<file path="src/rtl/battleship_pkg.sv">
// Shared board definitions: geometry, cell encodings and the clear-sequencer states.
// Imported by the board memory and its clear sequencer.
package battleship_pkg;

  localparam int BOARD_ROWS   = 10;
  localparam int BOARD_COLS   = 10;
  localparam int BOARD_DEPTH  = BOARD_ROWS * BOARD_COLS;
  localparam int BOARD_ADDR_W = 7;

  localparam logic [1:0] CELL_EMPTY = 2'b00;
  localparam logic [1:0] CELL_MISS  = 2'b01;
  localparam logic [1:0] CELL_HIT   = 2'b10;
  localparam logic [1:0] CELL_SHIP  = 2'b11;

  typedef enum logic {
    S_IDLE  = 1'b0,
    S_CLEAR = 1'b1
  } clr_state_e;

  // Linear cell address of (row, col) on the default board.
  function automatic logic [BOARD_ADDR_W-1:0] cell_addr(input int row, input int col);
    return BOARD_ADDR_W'(row * BOARD_COLS + col);
  endfunction

endpackage

</file>
<file path="src/rtl/board_clear_seq.sv">
// Clear sequencer: walks a pointer over every cell, one write per cycle,
// starting automatically out of reset and again on each accepted clr pulse.
module board_clear_seq
  import battleship_pkg::*;
#(
  parameter int DEPTH  = BOARD_DEPTH,
  parameter int ADDR_W = BOARD_ADDR_W
) (
  input  logic              clk,
  input  logic              rst_n,
  input  logic              clr,
  output logic              busy,
  output logic              done,
  output logic              clr_we,
  output logic [ADDR_W-1:0] clr_addr,
  output logic              clr_last
);

  localparam logic [ADDR_W-1:0] LAST_PTR = ADDR_W'(DEPTH - 1);

  clr_state_e        state_reg, state_next;
  logic [ADDR_W-1:0] ptr_reg, ptr_next;
  logic              done_reg, done_next;

  always_ff @(posedge clk or negedge rst_n) begin
    if (!rst_n) begin
      state_reg <= S_CLEAR;
      ptr_reg   <= '0;
      done_reg  <= 1'b0;
    end else begin
      state_reg <= state_next;
      ptr_reg   <= ptr_next;
      done_reg  <= done_next;
    end
  end

  always_comb begin
    state_next = state_reg;
    ptr_next   = ptr_reg;
    done_next  = 1'b0;
    clr_last   = 1'b0;
    case (state_reg)
      S_IDLE: begin
        if (clr) begin
          state_next = S_CLEAR;
          ptr_next   = '0;
        end
      end
      S_CLEAR: begin
        // The final cell is written on the same cycle we leave the state.
        if (ptr_reg == LAST_PTR) begin
          clr_last   = 1'b1;
          done_next  = 1'b1;
          state_next = S_IDLE;
          ptr_next   = '0;
        end else begin
          ptr_next = ptr_reg + ADDR_W'(1);
        end
      end
    endcase
  end

  assign busy     = (state_reg == S_CLEAR);
  assign clr_we   = busy;
  assign clr_addr = ptr_reg;
  assign done     = done_reg;

endmodule

</file>
<file path="src/rtl/board_mem.sv">
// Game-board cell memory with a game read/write port, an independent VGA read
// port, a hardware clear sequencer and a running count of MARK_VAL cells.
module board_mem
  import battleship_pkg::*;
#(
  parameter int                DATA_W   = 2,
  parameter int                ROWS     = BOARD_ROWS,
  parameter int                COLS     = BOARD_COLS,
  parameter int                DEPTH    = ROWS * COLS,
  parameter int                ADDR_W   = BOARD_ADDR_W,
  parameter logic [DATA_W-1:0] CLR_VAL  = CELL_EMPTY,
  parameter logic [DATA_W-1:0] MARK_VAL = CELL_SHIP,
  parameter int                CNT_W    = 7
) (
  input  logic              clk,
  input  logic              rst_n,
  input  logic              we,
  input  logic              oe,
  input  logic [ADDR_W-1:0] addr,
  input  logic [DATA_W-1:0] wdata,
  output logic [DATA_W-1:0] rdata,
  output logic              rvalid,
  input  logic [ADDR_W-1:0] vga_addr,
  output logic [DATA_W-1:0] vga_data,
  input  logic              clr,
  output logic              busy,
  output logic              done,
  output logic              err,
  output logic [CNT_W-1:0]  mark_cnt
);

  localparam logic [ADDR_W-1:0] DEPTH_A = ADDR_W'(DEPTH);
  localparam logic [CNT_W-1:0]  CNT_MAX = CNT_W'(DEPTH);

  logic [DATA_W-1:0] mem [DEPTH];

  logic              clr_we, clr_last;
  logic [ADDR_W-1:0] clr_addr;

  logic              addr_ok, vga_ok;
  logic              game_wr, game_rd, err_next;
  logic [DATA_W-1:0] old_cell;

  logic [DATA_W-1:0] rdata_reg, vga_data_reg;
  logic              rvalid_reg, err_reg;
  logic [CNT_W-1:0]  mark_reg, mark_next;

  board_clear_seq #(
    .DEPTH  (DEPTH),
    .ADDR_W (ADDR_W)
  ) u_clear_seq (
    .clk      (clk),
    .rst_n    (rst_n),
    .clr      (clr),
    .busy     (busy),
    .done     (done),
    .clr_we   (clr_we),
    .clr_addr (clr_addr),
    .clr_last (clr_last)
  );

  assign addr_ok  = (addr < DEPTH_A);
  assign vga_ok   = (vga_addr < DEPTH_A);
  assign game_wr  = we && addr_ok && !busy;
  assign game_rd  = oe && !we && addr_ok && !busy;
  // Any game-port access that is out of range or arrives during a clear is rejected.
  assign err_next = (we || oe) && (!addr_ok || busy);
  assign old_cell = addr_ok ? mem[addr] : CLR_VAL;

  // Storage carries no reset; the clear sequencer defines its contents.
  always_ff @(posedge clk) begin
    if (clr_we) begin
      mem[clr_addr] <= CLR_VAL;
    end else if (game_wr) begin
      mem[addr] <= wdata;
    end
  end

  always_comb begin
    mark_next = mark_reg;
    if (clr_last) begin
      mark_next = (CLR_VAL == MARK_VAL) ? CNT_MAX : '0;
    end else if (game_wr) begin
      if (old_cell != MARK_VAL && wdata == MARK_VAL && mark_reg != CNT_MAX) begin
        mark_next = mark_reg + CNT_W'(1);
      end else if (old_cell == MARK_VAL && wdata != MARK_VAL && mark_reg != '0) begin
        mark_next = mark_reg - CNT_W'(1);
      end
    end
  end

  always_ff @(posedge clk or negedge rst_n) begin
    if (!rst_n) begin
      rdata_reg    <= '0;
      rvalid_reg   <= 1'b0;
      vga_data_reg <= '0;
      err_reg      <= 1'b0;
      mark_reg     <= '0;
    end else begin
      if (game_rd) begin
        rdata_reg <= mem[addr];
      end
      rvalid_reg   <= game_rd;
      vga_data_reg <= vga_ok ? mem[vga_addr] : CLR_VAL;
      err_reg      <= err_next;
      mark_reg     <= mark_next;
    end
  end

  assign rdata    = rdata_reg;
  assign rvalid   = rvalid_reg;
  assign vga_data = vga_data_reg;
  assign err      = err_reg;
  assign mark_cnt = mark_reg;

  mark_cnt_bounded: assert property (@(posedge clk) disable iff (!rst_n) mark_reg <= CNT_MAX);

endmodule

</file>
<file path="config.mk">
export PLATFORM = sky130hd
export DESIGN_NAME = board_mem
export DESIGN_NICKNAME = d
export VERILOG_FILES = /design/src/rtl/battleship_pkg.sv /design/src/rtl/board_clear_seq.sv /design/src/rtl/board_mem.sv
export SDC_FILE = /design/constraint.sdc
export NUM_CORES = 1
export LEC_CHECK = 0
export BUFFER_PORTS_ARGS = -buffer_cell sky130_fd_sc_hd__buf_2
export CAP_MARGIN = 20
export CORE_AREA = 2 2 205 166
export DETAILED_ROUTE_END_ITERATION = 10
export DIE_AREA = 0 0 207 168
export SLEW_MARGIN = 10
export SYNTH_ARGS = -nofsm -noshare
export SYNTH_HDL_FRONTEND = slang
export SYNTH_HIERARCHICAL = 1
export SYNTH_SLANG_ARGS = --single-unit
</file>
<file path="constraint.sdc">
create_clock -name clk -period 4.4 [get_ports clk]
set_clock_uncertainty 0.1 [all_clocks]
set_input_delay 0.22 -clock clk [delete_from_list [all_inputs] [get_ports clk]]
set_output_delay 0.22 -clock clk [all_outputs]
set_load 0.005 [all_outputs]
</file>
**Word level (Yosys, flattened, before mapping)**

Memory sizes are Yosys's and may differ from the RTL's.
Index checks and enable logic that the tools add are counted.

- Register bits: 22
- Memory bits (writable): 200
- Bits of input ports: 21
- Logic and storage cells: 64
- Memories kept: 1

Memory list:

| memory | depth | width | read ports | clocked after memory_dff | write ports | RTL line | RTL |
|---|---|---|---|---|---|---|---|
| mem | 100 | 2 | 2 | 0 | 1 | board_mem.sv:35 | `logic [DATA_W-1:0] mem [DEPTH];` |

- Add/sub/neg operators: 3
- Magnitude comparators: 2
- Equal/unequal tests: 7
- Muxes and demuxes: 22
- Bitwise gates (word level): 1
- Reductions and logical operators: 20

Operators with widths:

| operator | count |
|---|---|
| $mux 7 | 7 |
| $add 7x1->7 const B | 2 |
| $lt 7x7->1 const B | 2 |
| $pmux 7 s2 | 1 |
| $logic_and 1x1->1 | 10 |
| $mux 1 | 10 |
| $eq 7x7->1 const B | 1 |
| $ne 7x7->1 const B | 1 |
| $reduce_bool 7->1 | 1 |
| $sub 7x1->7 const B | 1 |
| $mux 2 | 3 |
| $ne 2x2->1 const B | 3 |
| $eq 2x2->1 const B | 2 |
| $logic_not 1->1 | 3 |
| $reduce_bool 3->1 | 1 |
| $logic_or 1x1->1 | 2 |
| $pmux 1 s2 | 1 |
| $reduce_and 2->1 | 1 |
| $reduce_bool 2->1 | 1 |
| $reduce_or 2->1 | 1 |
| $not 1->1 | 1 |

**Longest topological paths before layout**

- Depth in word-level cells: 9
- Mapped depth: 22
- Gate-level depth less buffers: 17

**Hierarchy**

The synthesis kept the hierarchy.

Modules (own cells, without submodules):

| module | times used | cells each | area each (um^2) | seq. area each (um^2) |
|---|---|---|---|---|
| board_mem | 1 | 699 | 10881.7 | 6331.1 |
| board_clear_seq | 1 | 46 | 452.9 | 226.5 |

**Worst setup path before layout**

OpenSTA, ideal clock, no wires.

- Kind: input to register
- Start: input port addr[0]
- End: register mark_reg[6], in the netlist mark_cnt[6]
- Data arrival time: 3.853 ns
- Data required time: 4.175 ns
- Path slack: 0.323 ns
- Stages: 16
- Cell sequence: buf_6 buf_8 mux4_2 mux4_2 or3_1 a31oi_1 and4bb_4 nand2b_1 ha_1 nor2b_1 o21ai_0 a21boi_0 o21ai_0 nand3b_1 mux2i_1 mux2_2

- Longest elaborated chain between the ends: 8
- Elaborated cells on any way between the ends: 17
- Those cells by class: order compare (1); eq/ne (2); mux (4); reduce/logical (9); memory (1)

Ends and longest elaborated chain:

| element | RTL line | RTL |
|---|---|---|
| start: declaration | board_mem.sv:19 | `input logic [ADDR_W-1:0] addr,` |
| $mem_v2 100x2 or $lt 7x7->1 (tied branches) | n/a |  |
| $mux 2 | board_mem.sv:68 | `assign old_cell = addr_ok ? mem[addr] : CLR_VAL;` |
| $ne 2x2->1 | board_mem.sv:84 | `if (old_cell != MARK_VAL && wdata == MARK_VAL && mark_reg != CNT_MAX) begin` |
| $logic_and 1x1->1 (2 in series) | board_mem.sv:84 |  |
| $mux 7 | board_mem.sv:84 |  |
| $mux 7 | board_mem.sv:83 | `end else if (game_wr) begin` |
| $mux 7 | board_mem.sv:81 | `if (clr_last) begin` |
| end signal: assignment | board_mem.sv:106 | `mark_reg <= mark_next;` |
| end: declaration | board_mem.sv:46 | `logic [CNT_W-1:0] mark_reg, mark_next;` |

Several ways; a longest one is shown, not always the timed one. The select of a mux whose other input is x is not followed.
A chain may end at the register's enable or synchronous reset.

==> impl_metrics.env <==
export IMPL_syn_area_per_cell_um2=15.2
export IMPL_dpl_instance_area_um2=12100
export IMPL_synthDominantAreaCellType="sky130_fd_sc_hd__edfxtp_1"
export IMPL_cp_data_arrival_time_ns=4.52
export IMPL_wl_per_cell_um=24.2
export IMPL_placeableCoreArea_um2=33000
export IMPL_routed_via_count=7153
export IMPL_postSynthRegisterBits=222
export IMPL_drt_antenna_violating_nets=0
export IMPL_via_count_of_the_first_global_routing_pass=7121
export IMPL_yosysUniqueCellTypes=57
export IMPL_timing_critical_path_required_ns=4.72
export IMPL_clk_transition_reported_paths_ns=0.06
export IMPL_pre_cts_slack_ns=-0.0183
export IMPL_io_buffer_count=35
export IMPL_hold_class="in -> reg"
export IMPL_antenna_found_initial=1
export IMPL_cts_num_sinks=222
export IMPL_yosys_top_cells_area="sky130_fd_sc_hd__edfxtp_1 53%, sky130_fd_sc_hd__mux4_2 19%, sky130_fd_sc_hd__dfrtp_1 4.6%, sky130_fd_sc_hd__nor2_1 3.9%, sky130_fd_sc_hd__mux2i_1 3.2%"
export IMPL_rsz0062_at_grt="no"
export IMPL_y_dimension_of_the_die_um=168
export IMPL_drive_gt1_share_pct=27.6
export IMPL_summed_negative_setup_slack_over_all_endpoints_ns=0
export IMPL_global_route_overflow_total=0
export IMPL_leakage_nw=4.70
export IMPL_powerDensity_nw_per_um2=431
export IMPL_detail_route_iter0_violations=881
export IMPL_tritoncts="yes"
export IMPL_start_kind="flop"
export IMPL_layout_worst_path_cycle_share_pct=95.4
export IMPL_largest_net_degree_at_the_start_of_global_routing=101
export IMPL_slew_viol_final=0
export IMPL_predominant_post_synthesis_flop_cell="sky130_fd_sc_hd__edfxtp_1"
export IMPL_setup_worst_path_end_class="flop"
export IMPL_largest_register="mem"
export IMPL_peakVddDrop_v=0.000243
export IMPL_design_die_area_um2=34800
export IMPL_post_syn_instances=745
export IMPL_largest_register_ffs=200
export IMPL_cts_inserted_buffers=24
export IMPL_synth_fp_nets=773
export IMPL_tightestPinTransition_ns=1.04
export IMPL_worst_skew_late_latency_ns=0.55
export IMPL_grt_first_pass_wirelength_um=45700
export IMPL_detail_route_drc_violations=0
export IMPL_synthesis_yosys_warnings=6
export IMPL_synth_async_reset_ratio_pct=9.91
export IMPL_via_per_inst=5.71
export IMPL_grt_util_all_layers_pct=17.4
export IMPL_design_portCount=36
export IMPL_htreeDepth=1
export IMPL_areaGrowthSynthToFinish_pct=14.4
export IMPL_die_width_um=207
export IMPL_outcome="finished, final reports clean"
export IMPL_final_nets=828
export IMPL_design_area_um2=13000
export IMPL_max_clock_freq_mhz=238
export IMPL_std_cell_rows=60
export IMPL_setup_viol=0
export IMPL_clock_path_buffers=3
export IMPL_max_slew_margin_rel_pct=30.4
export IMPL_yosysTopAreaCellShare_pct=53.0
export IMPL_path_max_fanout=4
export IMPL_detailedPlacementHpwl_um=20200
export IMPL_timing_final_crit_period_ns=4.20
export IMPL_fin_worst_hold_slack_ns=0.0639
export IMPL_drt_pass1_iterations=5
export IMPL_cts_root_buf="sky130_fd_sc_hd__clkbuf_16"
export IMPL_finalWorstSetupSlack_ns=0.203
export IMPL_detailed_route_wire_length_um=30400
export IMPL_synth_cell_area_um2=11300
export IMPL_place_gp_congestion=0.891
export IMPL_final_hold_violation_count=0
export IMPL_cap_violations=0
export IMPL_timing_worst_setup_path_type="reg -> reg"
export IMPL_start_util_pct=34.3
export IMPL_yosysSeqAreaShare_pct=57.9
export IMPL_synth_edff_count=200
[critical path: stages (launching register included)]
cell                       delay (ns)
sky130_fd_sc_hd__edfxtp_1        0.41
sky130_fd_sc_hd__mux4_2          0.48
sky130_fd_sc_hd__mux4_2          0.52
sky130_fd_sc_hd__or3_4           0.35
sky130_fd_sc_hd__a31oi_2         0.22
sky130_fd_sc_hd__and4bb_4        0.24
sky130_fd_sc_hd__nand2b_1        0.21
sky130_fd_sc_hd__buf_4           0.17
sky130_fd_sc_hd__ha_1            0.27
sky130_fd_sc_hd__a21o_1          0.18
sky130_fd_sc_hd__a21o_1          0.19
sky130_fd_sc_hd__nand2_1         0.07
sky130_fd_sc_hd__nand2_1         0.06
sky130_fd_sc_hd__a21oi_2         0.14
sky130_fd_sc_hd__xor2_1          0.15
sky130_fd_sc_hd__nor2_1          0.05
sky130_fd_sc_hd__mux2_2          0.27
[power by group]
group          switching (mW)  internal [mW]  leakage [nW]  total, mW
Combinational           0.723          0.363          1.93       1.09
Clock                   0.863           1.12         0.370       1.99
Sequential              0.129           2.38          2.40       2.51
Total                    1.71           3.87          4.70       5.59
[per-stage QoR]
step,power (mW),std cells,util [%]
6_report,5.59,1253,39.3
5_1_grt,5.79,1252,39.2
3_3_place_gp,3.60,1202,36.7
4_1_cts,5.59,1252,39.2
3_5_place_dp,3.61,1202,36.7
2_1_floorplan,3.18,745,-
[cells by family (layout without fill, tap and decap cells)]
group / count (synthesis) / count (layout) / synth area share [%]
buf+inv: 56 / 129 / 2.46
flops: 222 / 222 / 57.9
xor+xnor: 2 / 2 / 0.155
mux: 150 / 150 / 24.6
simple gates: 227 / 227 / 9.02
compound gates: 81 / 81 / 5.07
other cells: 0 / 1 / 0
fa+ha+maj: 7 / 7 / 0.839
[placed cells by master (no fill, tap or decap), drive strengths merged, types with 14 or more instances in the layout]
master	netlist	routed
edfxtp	200	200
mux2i	37	37
buf	21	68
mux4	99	99
mux2	14	14
nand2	42	42
nor2	119	119
clkbuf	24	31
o21ai	18	18
dfrtp	21	21
[worst paths after layout]
check                           cells past startpoint  slack (ns)                      end         from
worst max-delay path                               16        0.20              mark_cnt[5]   mem[54][0]
worst min-delay path                                3        0.06              vga_data[1]  vga_addr[5]
worst max register to register                     16        0.20              mark_cnt[5]   mem[54][0]
worst min register to register                      1        0.41                 rdata[1]     rdata[1]
max in group asynchronous                           2        3.76         u_clear_seq/busy        rst_n
min in group asynchronous                           2        0.09  u_clear_seq/clr_addr[2]        rst_n
[routing by layer]
layer,global-route usage (%),wire length [um]
met1,25.9,13500
met2,24.7,12900
met3,4.92,3080
met4,4.88,899
met5,0,0
[area by class of cell]
| class | instances | area (um2) |
|---|---|---|
| fillers | 3081 | 20100 |
| flip-flops and latches | 222 | 6560 |
| multi-input cells | 467 | 4530 |
| clock buffers | 31 | 658 |
| well taps | 434 | 543 |
| repair buffers | 74 | 526 |
| clock inverters | 13 | 113 |
| inverters | 11 | 41.3 |
| diodes | 1 | 2.50 |
[synth_stat cells (2+ instances only)]
cell,number
sky130_fd_sc_hd__a22oi_1,5
sky130_fd_sc_hd__or3_1,2
sky130_fd_sc_hd__a211o_1,4
sky130_fd_sc_hd__buf_4,5
sky130_fd_sc_hd__nand3_1,12
sky130_fd_sc_hd__a21oi_1,9
sky130_fd_sc_hd__nor2_1,119
sky130_fd_sc_hd__and3_1,2
sky130_fd_sc_hd__nor4_1,2
sky130_fd_sc_hd__edfxtp_1,200
sky130_fd_sc_hd__nor3_1,7
sky130_fd_sc_hd__nand3b_1,7
sky130_fd_sc_hd__mux2i_1,36
sky130_fd_sc_hd__a31oi_1,6
sky130_fd_sc_hd__and2_1,5
sky130_fd_sc_hd__a21o_1,4
sky130_fd_sc_hd__a221oi_1,5
sky130_fd_sc_hd__dfrtp_1,21
sky130_fd_sc_hd__nor2b_1,12
sky130_fd_sc_hd__buf_6,3
sky130_fd_sc_hd__o31ai_1,5
sky130_fd_sc_hd__nand2b_1,6
sky130_fd_sc_hd__o21ai_0,18
sky130_fd_sc_hd__o22ai_1,2
sky130_fd_sc_hd__buf_2,4
sky130_fd_sc_hd__mux4_2,94
sky130_fd_sc_hd__inv_1,9
sky130_fd_sc_hd__buf_1,7
sky130_fd_sc_hd__nand4_1,5
sky130_fd_sc_hd__nand2_1,42
sky130_fd_sc_hd__mux4_1,5
sky130_fd_sc_hd__o21a_1,2
sky130_fd_sc_hd__ha_1,6
sky130_fd_sc_hd__or3b_2,2
sky130_fd_sc_hd__a22o_1,6
sky130_fd_sc_hd__mux2_2,14
sky130_fd_sc_hd__clkbuf_1,24
sky130_fd_sc_hd__o221ai_1,8
sky130_fd_sc_hd__buf_8,2
[repair_timing]
action,in CTS,in global routing
hold endpoints to repair,31,0
gates resized for setup,0,8
buffers inserted,0,0
endpoints found under the setup margin,0,2
hold buffers,6,0
No activity file was read; power rests on OpenSTA's default activity.
